==> src/rtl/alu_share_if.sv <==
// Bundle of every signal between the arbiter, its requesters, the shared ALU
// and the response consumer.
//   slave  : the arbiter side (takes requests and ALU results, drives ALU
//            operands and responses)
//   master : the environment side (requesters, ALU, response consumer)
// Signals:
//   req_valid/req_ready   per-requester handshake, NUM_REQ bits
//   req_a/req_b/req_op    packed per-requester operands, requester i at [i*W +: W]
//   alu_a/alu_b/alu_op    registered operands to the ALU
//   alu_res/zero/neg      combinational ALU result and flags
//   rsp_*                 captured response and its handshake
//   busy                  arbiter not idle
interface alu_share_if #(
    parameter int NUM_REQ = 2,
    parameter int DATA_W  = 16,
    parameter int ID_W    = 1
);
    logic [NUM_REQ-1:0]        req_valid;
    logic [NUM_REQ-1:0]        req_ready;
    logic [NUM_REQ*DATA_W-1:0] req_a;
    logic [NUM_REQ*DATA_W-1:0] req_b;
    logic [NUM_REQ*3-1:0]      req_op;
    logic [DATA_W-1:0]         alu_a;
    logic [DATA_W-1:0]         alu_b;
    logic [2:0]                alu_op;
    logic [DATA_W-1:0]         alu_res;
    logic                      alu_zero;
    logic                      alu_neg;
    logic                      rsp_valid;
    logic                      rsp_ready;
    logic [ID_W-1:0]           rsp_id;
    logic [DATA_W-1:0]         rsp_data;
    logic                      rsp_zero;
    logic                      rsp_neg;
    logic                      busy;

    modport slave (
        input  req_valid, req_a, req_b, req_op, alu_res, alu_zero, alu_neg, rsp_ready,
        output req_ready, alu_a, alu_b, alu_op, rsp_valid, rsp_id, rsp_data, rsp_zero,
               rsp_neg, busy
    );

    modport master (
        output req_valid, req_a, req_b, req_op, alu_res, alu_zero, alu_neg, rsp_ready,
        input  req_ready, alu_a, alu_b, alu_op, rsp_valid, rsp_id, rsp_data, rsp_zero,
               rsp_neg, busy
    );
endinterface

==> src/rtl/alu_share_arbiter.sv <==
// Round-robin arbiter sharing one combinational ALU between NUM_REQ requesters.
// A granted request's operands are registered onto the ALU for one cycle, the
// result and flags are captured, then held as a response until accepted.
// Ports:
//   clk    rising-edge clock
//   rst_n  asynchronous active-low reset
//   bus    alu_share_if.slave carrying request, ALU and response signals
//
// state | meaning
// ------+------------------------------------------------------------
// IDLE  | waiting for a request; req_ready asserted to the granted one
// EXEC  | latched operands on the ALU; result captured at end of cycle
// RESP  | rsp_valid high, response held until rsp_ready
module alu_share_arbiter #(
    parameter int NUM_REQ = 2,
    parameter int DATA_W  = 16,
    parameter int ID_W    = 1
) (
    input logic        clk,
    input logic        rst_n,
    alu_share_if.slave bus
);
    typedef enum logic [1:0] {IDLE, EXEC, RESP} state_t;

    state_t            state_q, state_d;
    logic [ID_W-1:0]   last_grant_q;
    logic [DATA_W-1:0] alu_a_q, alu_b_q;
    logic [2:0]        alu_op_q;
    logic [ID_W-1:0]   rsp_id_q;
    logic [DATA_W-1:0] rsp_data_q;
    logic              rsp_zero_q, rsp_neg_q;

    logic [DATA_W-1:0] a_arr  [NUM_REQ];
    logic [DATA_W-1:0] b_arr  [NUM_REQ];
    logic [2:0]        op_arr [NUM_REQ];

    logic              grant_found;
    logic [ID_W-1:0]   grant_idx;
    logic [ID_W-1:0]   cand;
    logic              accept;

    for (genvar i = 0; i < NUM_REQ; i++) begin : g_unpack
        assign a_arr[i]  = bus.req_a[i*DATA_W +: DATA_W];
        assign b_arr[i]  = bus.req_b[i*DATA_W +: DATA_W];
        assign op_arr[i] = bus.req_op[i*3 +: 3];
    end

    // Search starts just after the last winner so every requester gets a turn.
    always_comb begin
        grant_found = 1'b0;
        grant_idx   = '0;
        cand        = '0;
        for (int k = 1; k <= NUM_REQ; k++) begin
            cand = ID_W'((int'(last_grant_q) + k) % NUM_REQ);
            if (!grant_found && bus.req_valid[cand]) begin
                grant_found = 1'b1;
                grant_idx   = cand;
            end
        end
    end

    assign accept = (state_q == IDLE) && grant_found;

    always_comb begin
        bus.req_ready = '0;
        for (int i = 0; i < NUM_REQ; i++) begin
            bus.req_ready[i] = accept && (grant_idx == ID_W'(i));
        end
    end

    always_comb begin
        state_d = state_q;
        case (state_q)
            IDLE:    if (accept) state_d = EXEC;
            EXEC:    state_d = RESP;
            RESP:    if (bus.rsp_ready) state_d = IDLE;
            default: state_d = IDLE;
        endcase
    end

    always_ff @(posedge clk or negedge rst_n) begin
        if (!rst_n) begin
            state_q      <= IDLE;
            last_grant_q <= ID_W'(NUM_REQ - 1);
            alu_a_q      <= '0;
            alu_b_q      <= '0;
            alu_op_q     <= '0;
            rsp_id_q     <= '0;
            rsp_data_q   <= '0;
            rsp_zero_q   <= 1'b0;
            rsp_neg_q    <= 1'b0;
        end else begin
            state_q <= state_d;
            if (accept) begin
                alu_a_q      <= a_arr[grant_idx];
                alu_b_q      <= b_arr[grant_idx];
                alu_op_q     <= op_arr[grant_idx];
                rsp_id_q     <= grant_idx;
                last_grant_q <= grant_idx;
            end
            if (state_q == EXEC) begin
                rsp_data_q <= bus.alu_res;
                rsp_zero_q <= bus.alu_zero;
                rsp_neg_q  <= bus.alu_neg;
            end
        end
    end

    assign bus.alu_a     = alu_a_q;
    assign bus.alu_b     = alu_b_q;
    assign bus.alu_op    = alu_op_q;
    assign bus.rsp_valid = (state_q == RESP);
    assign bus.rsp_id    = rsp_id_q;
    assign bus.rsp_data  = rsp_data_q;
    assign bus.rsp_zero  = rsp_zero_q;
    assign bus.rsp_neg   = rsp_neg_q;
    assign bus.busy      = (state_q != IDLE);
endmodule

==> src/flat_wrapper.sv <==
// flat-port wrapper written by rule: the top's interface ports become plain ports
module alu_share_arbiter_flat 
#(
    parameter int NUM_REQ = 2,
    parameter int DATA_W  = 16,
    parameter int ID_W    = 1
)
  (clk, rst_n, bus_req_valid, bus_req_a, bus_req_b, bus_req_op, bus_alu_res, bus_alu_zero, bus_alu_neg, bus_rsp_ready, bus_req_ready, bus_alu_a, bus_alu_b, bus_alu_op, bus_rsp_valid, bus_rsp_id, bus_rsp_data, bus_rsp_zero, bus_rsp_neg, bus_busy);
  alu_share_if #(.NUM_REQ(NUM_REQ), .DATA_W(DATA_W), .ID_W(ID_W)) bus_i ();
  input logic clk;
  input logic rst_n;
  input wire logic [$bits(bus_i.req_valid)-1:0] bus_req_valid;
  input wire logic [$bits(bus_i.req_a)-1:0] bus_req_a;
  input wire logic [$bits(bus_i.req_b)-1:0] bus_req_b;
  input wire logic [$bits(bus_i.req_op)-1:0] bus_req_op;
  input wire logic [$bits(bus_i.alu_res)-1:0] bus_alu_res;
  input wire logic [$bits(bus_i.alu_zero)-1:0] bus_alu_zero;
  input wire logic [$bits(bus_i.alu_neg)-1:0] bus_alu_neg;
  input wire logic [$bits(bus_i.rsp_ready)-1:0] bus_rsp_ready;
  output wire logic [$bits(bus_i.req_ready)-1:0] bus_req_ready;
  output wire logic [$bits(bus_i.alu_a)-1:0] bus_alu_a;
  output wire logic [$bits(bus_i.alu_b)-1:0] bus_alu_b;
  output wire logic [$bits(bus_i.alu_op)-1:0] bus_alu_op;
  output wire logic [$bits(bus_i.rsp_valid)-1:0] bus_rsp_valid;
  output wire logic [$bits(bus_i.rsp_id)-1:0] bus_rsp_id;
  output wire logic [$bits(bus_i.rsp_data)-1:0] bus_rsp_data;
  output wire logic [$bits(bus_i.rsp_zero)-1:0] bus_rsp_zero;
  output wire logic [$bits(bus_i.rsp_neg)-1:0] bus_rsp_neg;
  output wire logic [$bits(bus_i.busy)-1:0] bus_busy;
  assign bus_i.req_valid = bus_req_valid;
  assign bus_i.req_a = bus_req_a;
  assign bus_i.req_b = bus_req_b;
  assign bus_i.req_op = bus_req_op;
  assign bus_i.alu_res = bus_alu_res;
  assign bus_i.alu_zero = bus_alu_zero;
  assign bus_i.alu_neg = bus_alu_neg;
  assign bus_i.rsp_ready = bus_rsp_ready;
  assign bus_req_ready = bus_i.req_ready;
  assign bus_alu_a = bus_i.alu_a;
  assign bus_alu_b = bus_i.alu_b;
  assign bus_alu_op = bus_i.alu_op;
  assign bus_rsp_valid = bus_i.rsp_valid;
  assign bus_rsp_id = bus_i.rsp_id;
  assign bus_rsp_data = bus_i.rsp_data;
  assign bus_rsp_zero = bus_i.rsp_zero;
  assign bus_rsp_neg = bus_i.rsp_neg;
  assign bus_busy = bus_i.busy;
  alu_share_arbiter #(.NUM_REQ(NUM_REQ), .DATA_W(DATA_W), .ID_W(ID_W)) u_core (.clk(clk), .rst_n(rst_n), .bus(bus_i));
endmodule
==> config.mk <==
export PLATFORM = sky130hd
export DESIGN_NAME = alu_share_arbiter_flat
export DESIGN_NICKNAME = d
export VERILOG_FILES = /design/src/rtl/alu_share_if.sv /design/src/rtl/alu_share_arbiter.sv /design/src/flat_wrapper.sv
export SDC_FILE = /design/constraint.sdc
export NUM_CORES = 1
export LEC_CHECK = 0
export ABC_AREA = 1
export CAP_MARGIN = 15
export CORE_MARGIN = 2
export CORE_UTILIZATION = 39
export DETAILED_ROUTE_END_ITERATION = 8
export PLACE_DENSITY = 0.81
export RECOVER_POWER = 50
export SETUP_SLACK_MARGIN = 0.05
export SYNTH_ARGS = -nofsm -noshare
export SYNTH_HDL_FRONTEND = slang
export SYNTH_SLANG_ARGS = --single-unit
==> constraint.sdc <==
create_clock -name clk -period 1.4 [get_ports clk]
set_input_delay 0.21 -clock clk [delete_from_list [all_inputs] [get_ports clk]]
set_output_delay 0.21 -clock clk [all_outputs]
set_load 0.005 [all_outputs]
-- Word level (Yosys, flattened, before mapping)
Index checks and enable logic that the tools add are counted.
- register bits: 57
- bits of input ports: 93
- output and inout port bits: 58
- add/sub/neg operators: 2
- order comparisons: 3
- equality and inequality tests: 4
- muxes and demuxes: 20
- bitwise operators: 2
- reduce and logical (&&, ||, !) cells: 8
- operators with widths (cell ; count):
    two-way mux 16 bit ; 6
    two-way mux 3 bit ; 3
    two-way mux 1 bit ; 8
    case mux 2 bit (3 select lines) ; 1
    logical AND 1 bit ; 4
    less-than comparator 1 x 2 -> 1 bit, second input constant ; 2
    two-way mux 2 bit ; 2
    adder 1 bit, second input constant ; 2
    == test 2 x 1 -> 1 bit, second input constant ; 1
    == test 2 bit, second input constant ; 1
    >= comparator 2 bit, second input constant ; 1
    logical NOT 2 bit ; 1
    inequality test 2 x 1 -> 1 bit, second input constant ; 1
    inequality test 2 bit, second input constant ; 1
    inverter 1 -> 2 bit ; 1
    AND reduction 2 bit ; 1
    nonzero test 2 bit ; 1
    logical NOT 1 bit ; 1
    inverter 1 bit ; 1

-- Depth between registers and ports, before layout
- depth after elaboration: 11
- depth in mapped cells: 7
- depth with buffers taken out: 6

-- Worst setup path after synthesis
OpenSTA, ideal clock, no wires.
- kind: reg2out
- from: reg u_core.last_grant_q
- to: out bus_req_ready[0]
- arrival time: 1.000 ns
- data required time: 1.190 ns
- slack: 0.190 ns
- cell stages (with the launch flop): 6
- buffers on the path: 1
- cell sequence: dfstp_2 -> nand2_4 -> nand2_8 -> buf_6 -> inv_1 -> nor2_1
- longest elaborated chain between the ends: 9
- elaborated cells on any way between the ends: 15
- those cells by class: 2 x add/sub; 8 x mux; 1 x bitwise; 4 x reduce/logical
- RTL lines (item ; RTL line ; text):
    from (decl) ; alu_share_arbiter.sv:26 ; logic [ID_W-1:0] last_grant_q;
    from (signal assigned) ; alu_share_arbiter.sv:84 ; last_grant_q <= ID_W'(NUM_REQ - 1);
    from (signal assigned) ; alu_share_arbiter.sv:99 ; last_grant_q <= grant_idx;
    adder 1 bit ; alu_share_arbiter.sv:54 ; cand = ID_W'((int'(last_grant_q) + k) % NUM_REQ);
    two-way mux 1 bit (implied by the code) (2 in a row) ; alu_share_arbiter.sv:55 ; if (!grant_found && bus.req_valid[cand]) begin
    two-way mux 1 bit ; alu_share_arbiter.sv:55 ;
    logical NOT 1 bit ; alu_share_arbiter.sv:55 ;
    logical AND 1 bit ; alu_share_arbiter.sv:55 ;
    two-way mux 1 bit ; alu_share_arbiter.sv:55 ;
    logical AND 1 bit / inverter 1 bit (equally long branches) ; alu_share_arbiter.sv:62, alu_share_arbiter.sv:67 ;
    logical AND 1 bit * ; alu_share_arbiter.sv:67 ; bus.req_ready[i] = accept && (grant_idx == ID_W'(i));
    to (decl) ; flat_wrapper.sv:20 ; output wire logic [$bits(bus_i.req_ready)-1:0] bus_req_ready;
Every way passes the cells marked *; elsewhere a longest branch is shown, timed or not. The select of a mux whose other input is x is not followed.

-- Final worst setup path
Same ends and word-level chain as after synthesis.

==> flow_metrics.tcl <==
set metrics [dict create \
    status "complete, but fails checks" \
    synth.top_cell.area_share 0.506 \
    final_cell_area_sq_mm 0.00473 \
    static-leakage-power_uw 0.00255 \
    num_vias 2943 \
    drt_iter0_drc 121 \
    nNetsFinal 625 \
    cts_sinks 57 \
    synth.area.top_cells "dfrtp_1 (51%), nand2_1 (29%), nand3_1 (9.6%), buf_2 (2.7%), buf_6 (2.0%)" \
    root_buffer "clkbuf_8" \
    fin_crit_ns 1.46 \
    ir_worst_vdd_uv 971 \
    setup_tns_ns -0.136 \
    synth_edf_count 0 \
    slowest_stage "dfstp_2" \
    path_cells "nand2_4, nand2_8, inv_1, nor2_2, buf_2" \
    syn_inst 362 \
    vias_per_cell 4.65 \
    dp_hpwl_microns 5850 \
    synth_area_sq_mm 0.00277 \
    crit_family "flip-flops" \
    drv_slew 0 \
    portBuffers 150 \
    track_usage 0.220 \
    synth_area_per_cell_sq_um 7.65 \
    ys.flop_type "dfrtp_1" \
    min_period_over_period 1.04 \
    fp.coreArea_sq_mm 0.00683 \
    hold_viol 0 \
    max_slew_margin 0.470 \
    rows 30 \
    clkSlewWorstSetupHoldPaths_ns 0.07 \
    ys_types 15 \
    arrival_ns 1.25 \
    hold_start "bus_alu_neg" \
    synth_area_leader_cell "dfrtp_1" \
    drc 0 \
    fillers 570 \
    synth_commonest_cells "nand2_1 (216), dfrtp_1 (56), nand3_1 (53)" \
    wire_per_inst_microns 13.6 \
    gp_congestion 0.744 \
    r2r_slack_ns 0.07 \
    cp_data_required_time_ns 1.19 \
    place_area_sq_mm 0.00439 \
    clockBufferDepth 2 \
    htreeDepth 3 \
    grt_remaining_overflow 0 \
    grt_pass1_vias 2930 \
    io_pins 151 \
    syn-num-nets 455 \
    crit_fanout 4 \
    cp-start-kind "register" \
    worst_slew_pin_slew_ns 0.795 \
    total_power_uw 8870 \
    ant_nets 0 \
    die_w_microns 88.2 \
    hold_class "in2reg" \
    yosysSeqAreaShare 0.516 \
    crit_start "u_core.last_grant_q" \
    async_reset_ff_frac 1.00 \
    worst_slack_ns -0.0625 \
    clock.fmax_mhz 684 \
    initial_core_util 0.405 \
    firstDrtPassIters 4 \
    die_h_microns 88.2 \
    power_density_mw_per_mm2 1880 \
    areaGrowthSynthToFinish_pct 70.9 \
    yosys_register_bits 57 \
    finalSetupViolCount 3 \
    path_class "reg2out" \
    tritoncts "done" \
    crit_buf_inv 2 \
    antenna_found_initial 0 \
    yosysWarnings 0 \
    wl_microns 8590 \
    grt_max_degree 58 \
    rsz0062_at_grt "yes" \
    insertion_delay_ns 0.32 \
    cpPeakStageDelay_ns 0.56 \
    die-area_sq_mm 0.00779 \
    finClkSkew_ns 0.00615 \
    cts_buffers 9 \
    worstReg2RegStart "u_core.last_grant_q" \
    violations "negative setup slack" \
    grt_first_pass_wirelength_microns 13300 \
    drive_gt1_frac 0.110 \
    antenna_cells 0 \
    end_kind "primary output" \
    yosysMostFrequentCell "nand2_1" \
    maxCapViolations 0 \
]
cells by family (layout without fill, tap and decap cells):
logic type / after synthesis / in the layout / synth area share
compound gates: 2 / 2 / 0.00769
buf+inv: 28 / 203 / 0.0701
flops: 57 / 57 / 0.516
simple gates: 275 / 275 / 0.406
placed cells by master (no fill, tap or decap), types with 2 or more instances in the layout:
master / Yosys / layout
nand2_1: 216 / 215
clkbuf_8: 0 / 12
clkbuf_1: 0 / 2
clkdlybuf4s50_1: 0 / 90
buf_4: 0 / 14
buf_12: 2 / 5
dfrtp_1: 56 / 55
buf_2: 15 / 4
nor2_4: 0 / 2
buf_6: 5 / 8
nand3_1: 53 / 53
dlygate4sd2_1: 0 / 55
inv_1: 5 / 5
where the power goes:
group / internal (uW) / total, uW / leakage [uW] / switching, uW
Combinational: 2280 / 4400 / 0.00174 / 2110
Sequential: 2460 / 2870 / 0.000704 / 411
Clock: 968 / 1600 / 0.000107 / 631
Total: 5710 / 8870 / 0.00255 / 3160
registers in the layout, summed over array words and instances, names as in the netlist:
| name | flops |
|---|---|
| u_core.bus.alu_b | 16 |
| u_core.bus.rsp_id | 1 |
| u_core.bus.rsp_neg | 1 |
| u_core.bus.rsp_data | 16 |
| u_core.bus.alu_op | 3 |
| u_core.bus.rsp_zero | 1 |
| u_core.state_q | 2 |
| u_core.bus.alu_a | 16 |
| u_core.last_grant_q | 1 |
repair_timing:
action                                  in CTS  in global routing
pin swaps                                    2                  3
gates resized for setup                     79                 16
hold endpoints to repair                    56                  0
gates cloned                                 1                  2
endpoints found under the setup margin      94                 53
buffers inserted                            10                  2
hold buffers                                 1                  0
per-layer routing:
layer  track usage  wire, microns  vias to the layer above
met1         0.262           3670                     1351
met2         0.387           4160                      114
met5             0              0                        -
met3        0.0569            598                       14
met4        0.0744            161                        0
li1              -              -                     1464
through the flow:
stage	setup WS, ns	utilization	hold WS, ns	std cells
final	-0.0625	0.692	0.440	633
after global routing	-0.143	0.692	0.440	633
after CTS	-0.0909	0.683	0.429	631
after detailed placement	-0.435	0.643	0.237	603
after global placement	-0.429	0.643	0.229	603
after floorplan	0.190	-	-0.0856	362
path summary, 6_finish.rpt:
check	endpoint	depth (start not counted)
setup / recovery	bus_req_ready[0]	5
hold / removal	u_core.bus.rsp_neg	3
setup reg to reg	u_core.bus.alu_b[8]	7
hold reg to reg	u_core.bus.alu_a[5]	2
max in group asynchronous	u_core.state_q[0]	3
min in group asynchronous	u_core.bus.alu_b[6]	3
worst reg2reg max path: cells and delay by family (launching register included):
| kind | cells | cell delay [ns] |
|---|---|---|
| buffers and inverters | 2 | 0.33 |
| DFF | 1 | 0.56 |
| and+or+nand+nor | 5 | 0.33 |
area by class of cell:
type                    count  area, sq um  area share
well taps                  96          120      0.0254
repair buffers            181         1780       0.377
flip-flops and latches     57         1430       0.302
multi-input cells         277         1160       0.246
clock inverters             2         35.0     0.00741
clock buffers              14          173      0.0365
inverters                   6         25.0     0.00529
Power figures use the tool's default switching activity.
